--- config.mk ---
export PLATFORM = sky130hd
export DESIGN_NAME = ps2_kbd_event_rx_flat
export DESIGN_NICKNAME = d
export VERILOG_FILES = /design/src/rtl/ps2_kbd_event_rx_pkg.sv /design/src/rtl/ps2_kbd_event_rx_if.sv /design/src/rtl/ps2_kbd_event_rx_frame_rx.sv /design/src/rtl/ps2_kbd_event_rx.sv /design/src/flat_wrapper.sv
export SDC_FILE = /design/constraint.sdc
export NUM_CORES = 1
export LEC_CHECK = 0
export CAP_MARGIN = 10
export CORE_ASPECT_RATIO = 0.9
export CORE_MARGIN = 4
export CORE_UTILIZATION = 50
export CTS_CLUSTER_SIZE = 12
export DETAILED_ROUTE_END_ITERATION = 16
export GPL_TIMING_DRIVEN = 0
export PLACE_DENSITY_LB_ADDON = 0.15
export SLEW_MARGIN = 20
export SYNTH_ARGS = -nofsm -noshare
export SYNTH_HDL_FRONTEND = slang
export SYNTH_SLANG_ARGS = --single-unit
--- constraint.sdc ---
create_clock -name CLOCK -period 3.56 [get_ports CLOCK]
set_clock_uncertainty 0.05 [all_clocks]
set_input_delay 0.534 -clock CLOCK [delete_from_list [all_inputs] [get_ports CLOCK]]
set_output_delay 0.534 -clock CLOCK [all_outputs]
set_load 0.02 [all_outputs]
--- src/rtl/ps2_kbd_event_rx_pkg.sv ---
// Shared scan-code constants, modifier tag layout, event record and decoder state type
// for the PS/2 keyboard event receiver.
package ps2_pkg;

  localparam logic [7:0] CODE_E0     = 8'hE0;
  localparam logic [7:0] CODE_F0     = 8'hF0;
  localparam logic [7:0] CODE_LSHIFT = 8'h12;
  localparam logic [7:0] CODE_RSHIFT = 8'h59;
  localparam logic [7:0] CODE_LCTRL  = 8'h14;
  localparam logic [7:0] CODE_RCTRL  = 8'h14;
  localparam logic [7:0] CODE_LALT   = 8'h11;
  localparam logic [7:0] CODE_RALT   = 8'h11;

  localparam int TAG_LSHIFT = 0;
  localparam int TAG_RSHIFT = 1;
  localparam int TAG_LCTRL  = 2;
  localparam int TAG_RCTRL  = 3;
  localparam int TAG_LALT   = 4;
  localparam int TAG_RALT   = 5;

  typedef struct packed {
    logic       ext;
    logic       brk;
    logic [7:0] code;
    logic [5:0] tag;
  } kbdEvent_t;

  typedef enum logic [1:0] {
    DEC_IDLE,
    DEC_EXT,
    DEC_BRK,
    DEC_EXTBRK
  } decState_t;

  // One-hot tag bit for a (possibly E0-extended) modifier code, zero otherwise.
  function automatic logic [5:0] modMask(input logic ext, input logic [7:0] code);
    logic [5:0] m;
    m = '0;
    if (!ext && code == CODE_LSHIFT) m[TAG_LSHIFT] = 1'b1;
    if (!ext && code == CODE_RSHIFT) m[TAG_RSHIFT] = 1'b1;
    if (!ext && code == CODE_LCTRL)  m[TAG_LCTRL]  = 1'b1;
    if ( ext && code == CODE_RCTRL)  m[TAG_RCTRL]  = 1'b1;
    if (!ext && code == CODE_LALT)   m[TAG_LALT]   = 1'b1;
    if ( ext && code == CODE_RALT)   m[TAG_RALT]   = 1'b1;
    return m;
  endfunction

endpackage

--- src/rtl/ps2_kbd_event_rx_if.sv ---
// Key-event stream between the receiver (master) and its consumer (slave).
// Handshake: an event transfers on every CLOCK edge where oValid && iReady; oValid never
// drops and the head never changes until that transfer; fields read 0 while oValid is 0.
interface ps2_kbd_event_rx_if;
  logic       oValid;
  logic       iReady;
  logic [7:0] oData;
  logic       oExt;
  logic       oBreak;
  logic [5:0] oTag;

  modport master (output oValid, oData, oExt, oBreak, oTag, input iReady);
  modport slave  (input oValid, oData, oExt, oBreak, oTag, output iReady);
endinterface

--- src/rtl/ps2_kbd_event_rx_frame_rx.sv ---
// PS/2 frame receiver: synchronises the pins, samples on PS2_CLK falling edges and checks
// start/odd-parity/stop plus an inter-edge timeout; emits one-cycle byte or error strobes.
module ps2_frame_rx #(
  parameter int SYNC_STAGES = 2,
  parameter int TIMEOUT_CYC = 50000
) (
  input  logic       CLOCK,
  input  logic       RESET,
  input  logic       PS2_CLK,
  input  logic       PS2_DAT,
  output logic [7:0] byteOut,
  output logic       byteStrobe,
  output logic       frameErr
);

  localparam int TW = $clog2(TIMEOUT_CYC + 1);

  logic [SYNC_STAGES-1:0] clkSync;
  logic [SYNC_STAGES-1:0] datSync;
  logic                   clkPrev;
  logic [3:0]             bitCnt;
  logic [7:0]             shiftReg;
  logic                   parBit;
  logic [TW-1:0]          idleCnt;
  logic                   fall;
  logic                   datBit;
  logic                   inFrame;
  logic                   timeout;

  assign fall    = clkPrev & ~clkSync[SYNC_STAGES-1];
  assign datBit  = datSync[SYNC_STAGES-1];
  assign inFrame = (bitCnt != 4'd0);
  assign timeout = inFrame && !fall && (idleCnt == TW'(TIMEOUT_CYC));

  always_ff @(posedge CLOCK or negedge RESET) begin
    if (!RESET) begin
      clkSync <= '1;
      datSync <= '1;
      clkPrev <= 1'b1;
    end else begin
      clkSync <= {clkSync[SYNC_STAGES-2:0], PS2_CLK};
      datSync <= {datSync[SYNC_STAGES-2:0], PS2_DAT};
      clkPrev <= clkSync[SYNC_STAGES-1];
    end
  end

  // bitCnt: 0 idle, 1..8 data bits, 9 parity, 10 stop.
  always_ff @(posedge CLOCK or negedge RESET) begin
    if (!RESET) begin
      bitCnt     <= 4'd0;
      shiftReg   <= 8'h00;
      parBit     <= 1'b0;
      idleCnt    <= '0;
      byteOut    <= 8'h00;
      byteStrobe <= 1'b0;
      frameErr   <= 1'b0;
    end else begin
      byteStrobe <= 1'b0;
      frameErr   <= 1'b0;
      if (fall) begin
        idleCnt <= '0;
        case (bitCnt)
          4'd0: if (!datBit) bitCnt <= 4'd1;
          4'd9: begin
            parBit <= datBit;
            bitCnt <= 4'd10;
          end
          4'd10: begin
            bitCnt <= 4'd0;
            if (datBit && (^{shiftReg, parBit})) begin
              byteOut    <= shiftReg;
              byteStrobe <= 1'b1;
            end else begin
              frameErr <= 1'b1;
            end
          end
          default: begin
            shiftReg <= {datBit, shiftReg[7:1]};
            bitCnt   <= bitCnt + 4'd1;
          end
        endcase
      end else if (inFrame) begin
        if (timeout) begin
          bitCnt   <= 4'd0;
          idleCnt  <= '0;
          frameErr <= 1'b1;
        end else begin
          idleCnt <= idleCnt + TW'(1);
        end
      end
    end
  end

endmodule

--- src/rtl/ps2_kbd_event_rx.sv ---
// PS/2 keyboard receiver top: E0/F0 prefix decoder, L/R modifier tracking and a
// first-word-fall-through event FIFO with sticky overflow.
module ps2_kbd_event_rx
  import ps2_pkg::*;
#(
  parameter int SYNC_STAGES = 2,
  parameter int TIMEOUT_CYC = 50000,
  parameter int FIFO_DEPTH  = 8,
  parameter int PASS_MODS   = 0
) (
  input  logic                      CLOCK,
  input  logic                      RESET,
  input  logic                      PS2_CLK,
  input  logic                      PS2_DAT,
  ps2_kbd_event_rx_if.master        evt,
  output logic [5:0]                oTagLive,
  output logic                      oFrameErr,
  output logic                      oOverflow,
  input  logic                      iClrOvf,
  output decState_t                 oDecState
);

  localparam int AW = $clog2(FIFO_DEPTH);

  logic [7:0] rxByte;
  logic       rxStrobe;
  logic       rxErr;

  ps2_frame_rx #(
    .SYNC_STAGES (SYNC_STAGES),
    .TIMEOUT_CYC (TIMEOUT_CYC)
  ) u_frame (
    .CLOCK      (CLOCK),
    .RESET      (RESET),
    .PS2_CLK    (PS2_CLK),
    .PS2_DAT    (PS2_DAT),
    .byteOut    (rxByte),
    .byteStrobe (rxStrobe),
    .frameErr   (rxErr)
  );

  decState_t  state, stateNext;
  logic       emit, emitExt, emitBrk;
  logic [5:0] mask, tagNext;
  logic       pushReq;
  kbdEvent_t  pushEvt;

  always_comb begin
    stateNext = state;
    emit      = 1'b0;
    emitExt   = 1'b0;
    emitBrk   = 1'b0;
    if (rxErr) begin
      stateNext = DEC_IDLE;
    end else if (rxStrobe) begin
      case (state)
        DEC_IDLE: begin
          if (rxByte == CODE_E0)      stateNext = DEC_EXT;
          else if (rxByte == CODE_F0) stateNext = DEC_BRK;
          else                        emit = 1'b1;
        end
        DEC_EXT: begin
          emitExt = 1'b1;
          if (rxByte == CODE_F0)      stateNext = DEC_EXTBRK;
          else if (rxByte != CODE_E0) emit = 1'b1;
        end
        DEC_BRK: begin
          emitBrk = 1'b1;
          if (rxByte != CODE_E0 && rxByte != CODE_F0) emit = 1'b1;
        end
        DEC_EXTBRK: begin
          emitExt = 1'b1;
          emitBrk = 1'b1;
          if (rxByte != CODE_E0 && rxByte != CODE_F0) emit = 1'b1;
        end
        default: stateNext = DEC_IDLE;
      endcase
      if (emit) stateNext = DEC_IDLE;
    end
  end

  // The pushed tag already reflects this event's own modifier update.
  always_comb begin
    mask    = modMask(emitExt, rxByte);
    tagNext = emitBrk ? (oTagLive & ~mask) : (oTagLive | mask);
    pushReq = emit && ((mask == 6'd0) || (PASS_MODS != 0));
    pushEvt = '{ext: emitExt, brk: emitBrk, code: rxByte, tag: tagNext};
  end

  always_ff @(posedge CLOCK or negedge RESET) begin
    if (!RESET) begin
      state    <= DEC_IDLE;
      oTagLive <= 6'd0;
    end else begin
      state <= stateNext;
      if (emit) oTagLive <= tagNext;
    end
  end

  assign oDecState = state;
  assign oFrameErr = rxErr;

  kbdEvent_t   mem [FIFO_DEPTH];
  logic [AW:0] wrPtr, rdPtr;
  logic        full, pop, doWrite;
  kbdEvent_t   head;

  assign full    = (wrPtr[AW] != rdPtr[AW]) && (wrPtr[AW-1:0] == rdPtr[AW-1:0]);
  assign pop     = evt.oValid && evt.iReady;
  assign doWrite = pushReq && (!full || pop);
  assign head    = mem[rdPtr[AW-1:0]];

  assign evt.oValid = (wrPtr != rdPtr);
  assign evt.oData  = evt.oValid ? head.code : 8'h00;
  assign evt.oExt   = evt.oValid ? head.ext  : 1'b0;
  assign evt.oBreak = evt.oValid ? head.brk  : 1'b0;
  assign evt.oTag   = evt.oValid ? head.tag  : 6'd0;

  always_ff @(posedge CLOCK) begin
    if (doWrite) mem[wrPtr[AW-1:0]] <= pushEvt;
  end

  always_ff @(posedge CLOCK or negedge RESET) begin
    if (!RESET) begin
      wrPtr     <= '0;
      rdPtr     <= '0;
      oOverflow <= 1'b0;
    end else begin
      if (doWrite) wrPtr <= wrPtr + (AW+1)'(1);
      if (pop)     rdPtr <= rdPtr + (AW+1)'(1);
      if (pushReq && full && !pop) oOverflow <= 1'b1;
      else if (iClrOvf)            oOverflow <= 1'b0;
    end
  end

endmodule

--- src/flat_wrapper.sv ---
// flat-port wrapper written by rule: the top's interface ports become plain ports
module ps2_kbd_event_rx_flat import ps2_pkg::*;
#(
  parameter int SYNC_STAGES = 2,
  parameter int TIMEOUT_CYC = 50000,
  parameter int FIFO_DEPTH  = 8,
  parameter int PASS_MODS   = 0
)
  (CLOCK, RESET, PS2_CLK, PS2_DAT, oTagLive, oFrameErr, oOverflow, iClrOvf, oDecState, evt_oValid, evt_oData, evt_oExt, evt_oBreak, evt_oTag, evt_iReady);
  ps2_kbd_event_rx_if evt_i ();
  input  logic CLOCK;
  input  logic RESET;
  input  logic PS2_CLK;
  input  logic PS2_DAT;
  output logic [5:0] oTagLive;
  output logic oFrameErr;
  output logic oOverflow;
  input  logic iClrOvf;
  output decState_t oDecState;
  output wire logic [$bits(evt_i.oValid)-1:0] evt_oValid;
  output wire logic [$bits(evt_i.oData)-1:0] evt_oData;
  output wire logic [$bits(evt_i.oExt)-1:0] evt_oExt;
  output wire logic [$bits(evt_i.oBreak)-1:0] evt_oBreak;
  output wire logic [$bits(evt_i.oTag)-1:0] evt_oTag;
  input wire logic [$bits(evt_i.iReady)-1:0] evt_iReady;
  assign evt_oValid = evt_i.oValid;
  assign evt_oData = evt_i.oData;
  assign evt_oExt = evt_i.oExt;
  assign evt_oBreak = evt_i.oBreak;
  assign evt_oTag = evt_i.oTag;
  assign evt_i.iReady = evt_iReady;
  ps2_kbd_event_rx #(.SYNC_STAGES(SYNC_STAGES), .TIMEOUT_CYC(TIMEOUT_CYC), .FIFO_DEPTH(FIFO_DEPTH), .PASS_MODS(PASS_MODS)) u_core (.CLOCK(CLOCK), .RESET(RESET), .PS2_CLK(PS2_CLK), .PS2_DAT(PS2_DAT), .evt(evt_i), .oTagLive(oTagLive), .oFrameErr(oFrameErr), .oOverflow(oOverflow), .iClrOvf(iClrOvf), .oDecState(oDecState));
endmodule
# After elaboration in Yosys (flattened, before gate mapping)
# Memory sizes are Yosys's and may differ from the RTL's.
# Cells that the tools add are included.
[classes] addsub=4 eq_ne=20 n_mux=54 bitwise_logic=6 reduce_logical=39
[op_table] operator="16-bit 2-to-1 mux" n=3
[op_table] operator="1-bit 2-to-1 mux" n=35
[op_table] operator="8-bit by 5-bit == test with 1-bit output (second input constant)" n=3
[op_table] operator="16-bit by 1-bit adder with 16-bit output (second input constant)" n=1
[op_table] operator="16-bit == test (second input constant)" n=1
[op_table] operator="8-bit == test (second input constant)" n=2
[op_table] operator="1-bit logical AND" n=16
[op_table] operator="4-bit 2-to-1 mux" n=4
[op_table] operator="8-bit inequality test (second input constant)" n=2
[op_table] operator="4-bit by 1-bit adder with 4-bit output (second input constant)" n=3
[op_table] operator="2-bit 2-to-1 mux" n=6
[op_table] operator="6-bit 2-to-1 mux" n=2
[op_table] operator="4-bit one-hot mux with 3 select lines" n=1
[op_table] operator="9-bit XOR reduction" n=1
[op_table] operator="4-bit == test (second input constant)" n=2
[op_table] operator="8-bit by 7-bit == test with 1-bit output (second input constant)" n=1
[op_table] operator="8-bit 2-to-1 mux" n=1
[op_table] operator="2-bit nonzero test" n=4
[op_table] operator="4-bit nonzero test" n=2
[op_table] operator="6-bit bitwise AND" n=1
[op_table] operator="6-bit zero test" n=1
[op_table] operator="6-bit inverter" n=1
[op_table] operator="6-bit bitwise OR" n=1
[op_table] operator="3-bit AND reduction" n=2
[op_table] operator="other kinds (20)" n=27
[word_totals] regBits=61 ram_bits=128 wordCells=139 memories=1
[memory_table] memory="u_core.mem" depth=8 word_bits=16 read_ports=1 rd_ports_with_merged_regs=0 wr=1 line="ps2_kbd_event_rx.sv:103" text="kbdEvent_t mem [FIFO_DEPTH];"

# Logic depth before layout (Yosys ltp)
[logic_depth] ltp_word=13 depth_mapped=8 mapped_depth_nobuf=7

# Modules after synthesis
# From an unflattened synthesis, not the netlist that was laid out.
[hier_totals] cells_unflattened=510 hier_area_um2=8126.5
[modules_own_cells] mod="ps2_kbd_event_rx" n_inst=1 cells_each=315 area_each_um2=5935.7 seq_area_each_um2=4269.1
[modules_own_cells] mod="ps2_frame_rx" n_inst=1 cells_each=195 area_each_um2=2190.9 seq_area_each_um2=1107.3

# Worst setup path after synthesis
# No wires, ideal clock.
[synth_path] kind="reg-to-reg" from="reg u_core.u_frame.frameErr" to="mem u_core.mem[0][0] (netlist bit) (enable)" setup_ps=409 arrival_time_ps=2787 required_time_ps=3101 path_slack_ps=314 path_stages_with_launch=8 n_path_buf=0 path_cell_list="dfrtp_1 > and2b_1 > nand2_1 > inv_1 > o21bai_1 > a221oi_4 > nand3b_1 > nor3_1"
[synth_via] elab_chain_cells=9 word_cells_on_any_way=20 cone_classes="mux (10); reduce/logical (10)"
[synth_lines] element="start, declared" line="ps2_kbd_event_rx_frame_rx.sv:13" text="output logic frameErr"
[synth_lines] element="start signal, assigned" line="ps2_kbd_event_rx_frame_rx.sv:56" text="frameErr <= 1'b0;"
[synth_lines] element="start signal, assigned" line="ps2_kbd_event_rx_frame_rx.sv:59" text="frameErr <= 1'b0;"
[synth_lines] element="start signal, assigned" line="ps2_kbd_event_rx_frame_rx.sv:74" text="frameErr <= 1'b1;"
[synth_lines] element="1-bit 2-to-1 mux (*)" line="ps2_kbd_event_rx.sv:53" text="if (rxErr) begin"
[synth_lines] element="net u_core.emitExt" line="ps2_kbd_event_rx.sv:43" text="logic emit, emitExt, emitBrk;"
[synth_lines] element="1-bit zero test"
[synth_lines] element="1-bit logical AND, on equally long branches"
[synth_lines] element="1-bit 2-to-1 mux, on equally long branches"
[synth_lines] element="6-bit zero test (*)" line="ps2_kbd_event_rx.sv:86" text="pushReq = emit && ((mask == 6'd0) || (PASS_MODS != 0));"
[synth_lines] element="1-bit logical AND (*)" line="ps2_kbd_event_rx.sv:86"
[synth_lines] element="1-bit logical AND (*)" line="ps2_kbd_event_rx.sv:110" text="assign doWrite = pushReq && (!full || pop);"
[synth_lines] element="1-bit 2-to-1 mux (*)" line="ps2_kbd_event_rx.sv:120" text="if (doWrite) mem[wrPtr[AW-1:0]] <= pushEvt;"
[synth_lines] element="1-bit 2-to-1 mux (implied by the code) (*)" line="ps2_kbd_event_rx.sv:120"
[synth_lines] element="end, declared" line="ps2_kbd_event_rx.sv:103"
# The timed path passes the listed nets; every way through them passes the cells marked *.

# Worst setup path after layout
[layout_path] from="reg u_core.wrPtr[1]" to="out evt_oData[4]"
[layout_via] elab_chain_cells=2
[layout_lines] element="start, declared" line="ps2_kbd_event_rx.sv:104" text="logic [AW:0] wrPtr, rdPtr;"
[layout_lines] element="start signal, assigned" line="ps2_kbd_event_rx.sv:129" text="if (doWrite) wrPtr <= wrPtr + (AW+1)'(1);"
[layout_lines] element="4-bit inequality test" line="ps2_kbd_event_rx.sv:113" text="assign evt.oValid = (wrPtr != rdPtr);"
[layout_lines] element="8-bit 2-to-1 mux" line="ps2_kbd_event_rx.sv:114" text="assign evt.oData = evt.oValid ? head.code : 8'h00;"
[layout_lines] element="end, declared" line="flat_wrapper.sv:21" text="output wire logic [$bits(evt_i.oData)-1:0] evt_oData;"
# No other way between the ends.

==> summary.txt <==
Run status
  – Status: complete, no violations

GRT
  – Global-route wire length before repair: ~25,000 um
  – Maximum number of pins on one net before global-route repair: 33
  – Met2 global-route usage: between 20 and 30%
  – Busiest grt layer: met2
  – GR Layer Usage met3: 5.22%
  – Gr ovfl total: 0
  – Total global routing track utilization: 18.3%
  – Via count of the first global-routing pass: 4,466
  – Initial antenna violation count: 0
  – Global routing met1 resource utilization: 25.2%

Pwr
  – Peak supply drop: 544 uV
  – P per Cell Area: 624 nW/um^2
  – Leakage power: 3.54 nW

Setup path
  – Number of logic stages on the critical path including buffering: 7
  – Critical path buffer and inverter count: 4
  – Dominant delay contributor by cell family on the critical path: buffers and inverters
  – Register-to-Register Path Depth: 9
  – Slowest stage cell, crit path: clkdlybuf4s50_1
  – Worst R2R Setup Slack: 0.28 ns
  – Critical-path cell list: clkbuf_1 -> xnor2_1 -> and4b_1 -> clkbuf_1 -> clkbuf_4 -> nor2_1 -> clkdlybuf4s50_1
  – Kind of start point of the critical path: register
  – Worst path required time: a little under 3 ns
  – Critical path launch point: u_core.wrPtr[1]
  – Critical Path End Type: output pin
  – Setup CP Type: register to output pin
  – CP endpoint: evt_oData[4]
  – Capture point of the worst reg-to-reg path: u_core.mem[0][9]
  – Slowest stage delay, CP: 0.55 ns
  – Most numerous cell on the critical path: clkbuf_1
  – RR Startpoint: u_core.u_frame.frameErr
  – Highest fanout seen on the critical path: 10
  – Arr. time, crit path: around 2.8 ns

Final layout
  – Most used cells in the layout excluding fill and tap cells: edfxtp_1, dfrtp_1, nor2_1, mux4_2, clkdlybuf4s50_1
  – Total Nets Final: 580
  – Cell Count, Final, Fillers Out: 780
  – Most frequent standard cell in the layout excluding fill and tap cells: edfxtp_1
  – Layout overhead on the synthesized area: 15.6%
  – Final antenna diode count: 0
  – Layout cell share with drive strength beyond 1: 22.1%

Logic synthesis
  – Share of the yosys chip area belonging to registers: between 60% and 70%
  – Synthesized net count: 519
  – Synth cell types: 55
  – EDFF count, synth: 128
  – Number of flip-flops and latches in the synthesized netlist: 189
  – Area of the mapped netlist: 8010 sq um
  – Synthesized netlist cell count: 505
  – Leading register cell type out of synthesis: edfxtp_1
  – Yosys warns: 0
  – Post-Synthesis Mean Instance Area: 15.9 sq um
  – Share of synthesized flip-flops with an asynchronous set or reset: approximately a third

Worst hold path
  – Hold Startpoint: u_core.u_frame.clkSync[0]
  – Hold Path Class: register to register

Placement
  – Half-perimeter wire length of the detailed placement result: around 11,000 um
  – Routability-driven placement congestion ratio: 0.821
  – # placed instances: 749
  – Port Buf Inserts: 32

Clocking
  – Clock input transition at the sequential cells of the worst setup and hold paths: 0.07 ns
  – TritonCTS clock tree: done
  – Root buffer cell: clkbuf_16
  – Clk_lat worst skew: 0.42 ns
  – Number of buffers between clock root and the deepest sink: 2
  – CTS H-tree lvls: 4
  – TritonCTS Buffers: 17
  – Post-CTS setup buffer count: 0
  – Number of clock sinks seen by CTS: 189

Timing
  – Tightest slew margin relative to the limit: 40.8%
  – Final count of hold timing violations: 0
  – Final setup TNS: 0 ns
  – Final critical path time including I/O delays and setup: 3.36 ns
  – FMAX: 297 MHz
  – Final count of negative-setup-slack endpoints: 0
  – Setup repair after global routing missed its margin: no
  – Actual slew at the worst max-slew pin: 0.878 ns
  – Crit share post-route: a little over nine tenths
  – Worst hold-check slack: slightly above 0.3 ns
  – Max-slew violation total from the final report: 0

Drt
  – Wirelength, routed: roughly 16,000 um
  – # DRC: 0
  – Via total after detailed routing: between 4k and 5k
  – Router iterations before antenna repair: 5
  – Number of DRC violations after detailed-routing iteration 0: 316
  – Mean routed wirelength per cell: ~20 um
  – Ratio of routed vias to standard cells: 5.66
  – Post-DRT Antenna Nets: 0

Floorplanning
  – Number of placed I/O pins: 33
  – Initial cell density of the core: 51.5%
  – Number of rows created at floorplan: 43
  – Area of the die: 18,100 sq um
  – Floorplan Core Area: 15,500 sq um
  – Chip height: 128 um
  – Horizontal extent of the die: 141 um

Job
  – # Max-Cap Violations: 0
-- worst reg2reg max path, stage by stage, from the launching register on --
cell and delay (ns):
dfrtp_1 0.42, and2b_1 0.26, nand2_1 0.12, inv_1 0.28
o21bai_1 0.18, a221oi_4 0.46, nand3b_1 0.28, nor3_2 0.47
buf_4 0.27, buf_4 0.20
-- state kept, by name, summed over array words and instances, names as in the netlist --
register,cells
u_core.oDecState,2
u_core.u_frame.byteStrobe,1
u_core.oOverflow,1
u_core.u_frame.byteOut,8
u_core.u_frame.frameErr,1
u_core.u_frame.bitCnt,4
u_core.mem,128
u_core.wrPtr,4
u_core.u_frame.clkSync,2
u_core.u_frame.idleCnt,16
u_core.rdPtr,4
u_core.u_frame.parBit,1
u_core.oTagLive,6
u_core.u_frame.clkPrev,1
u_core.u_frame.shiftReg,8
u_core.u_frame.datSync,2
-- where the power goes --
group	leakage, nW	switching, mW	internal, mW
registers	2.09	0.118	2.42
logic	1.19	0.782	0.723
clock network	0.262	0.776	0.953
-- cell families after synthesis --
| logic type | after synthesis | synth area share [%] |
|---|---|---|
| buf+inv | 36 | 1.92 |
| compound gates | 47 | 3.81 |
| simple gates | 127 | 8.53 |
| flops | 189 | 67.2 |
| fa+ha+maj | 8 | 1.25 |
| xor+xnor | 28 | 3.23 |
| mux | 70 | 14.1 |
-- timing repair --
action                                 4_1_cts  5_1_grt
resized for setup                            5        5
setup endpoints to repair                   14       13
endpoints found under the hold margin       27        0
hold buffers                                 1        0
-- final cells by class --
cell class,instances,area [sq um]
clock inverters,12,96.3
multi-input cells,280,2500
inverters,14,52.6
repair buffers,43,434
well taps,202,253
flip-flops and latches,189,5380
fillers,1181,6290
clock buffers,19,433
plain buffers,21,114
-- routing by layer --
layer / up-vias / share of wire, % / routed length (um)
li1: 2037 / - / -
met2: 117 / 48 / 7470
met4: 0 / 1.3 / 207
met3: 21 / 5.0 / 771
met1: 2243 / 46 / 7070
met5: - / 0 / 0
-- cell usage after synthesis (2+ instances only) --
cell	number	area, sq um
and3_1	4	25.0
o21ai_0	20	100
ha_1	8	100
nor2b_1	3	18.8
xnor2_1	16	140
mux4_2	32	721
buf_1	2	7.51
a31o_2	2	17.5
o21bai_1	3	22.5
edfxtp_1	128	3840
mux2i_1	16	160
dfrtp_1	56	1400
nand2_1	19	71.3
o22ai_1	3	18.8
nor3b_1	6	45.0
mux2_2	21	236
clkbuf_1	10	37.5
nor3_1	4	20.0
a21oi_1	8	40.0
nand2b_1	4	25.0
and4b_1	3	30.0
nor2_1	40	150
a21o_1	2	15.0
nand4_1	4	25.0
dfstp_2	5	131
xor2_1	11	96.3
or3_1	3	18.8
buf_2	9	45.0
inv_1	14	52.6
o31ai_1	2	15.0
nand3_1	23	115
-- stage by stage --
stage                     instance area [sq um]  total power [mW]  util, %  setup WS, ns
after floorplan                            8010              3.63        -         0.314
after detailed placement                   8710              4.09     56.0         0.107
after CTS                                  9250              5.83     59.5        0.0466
after global routing                       9260              6.05     59.5       0.00457
after global placement                     8580              4.06     55.2         -1.01
final                                      9260              5.78     59.5         0.196
-- worst min path at each step --
stage / end / slack [ns] / cells after the start
floorplan: u_core.oDecState[0] / 0.19 / 0
global placement: u_core.u_frame.clkSync[1] / 0.30 / 0
detailed placement: u_core.u_frame.clkSync[1] / 0.30 / 0
CTS: u_core.u_frame.clkSync[1] / 0.31 / 0
global route: u_core.u_frame.clkSync[1] / 0.31 / 0
finish: u_core.u_frame.clkSync[1] / 0.31 / 0
No activity file was read; power rests on OpenSTA's default activity.
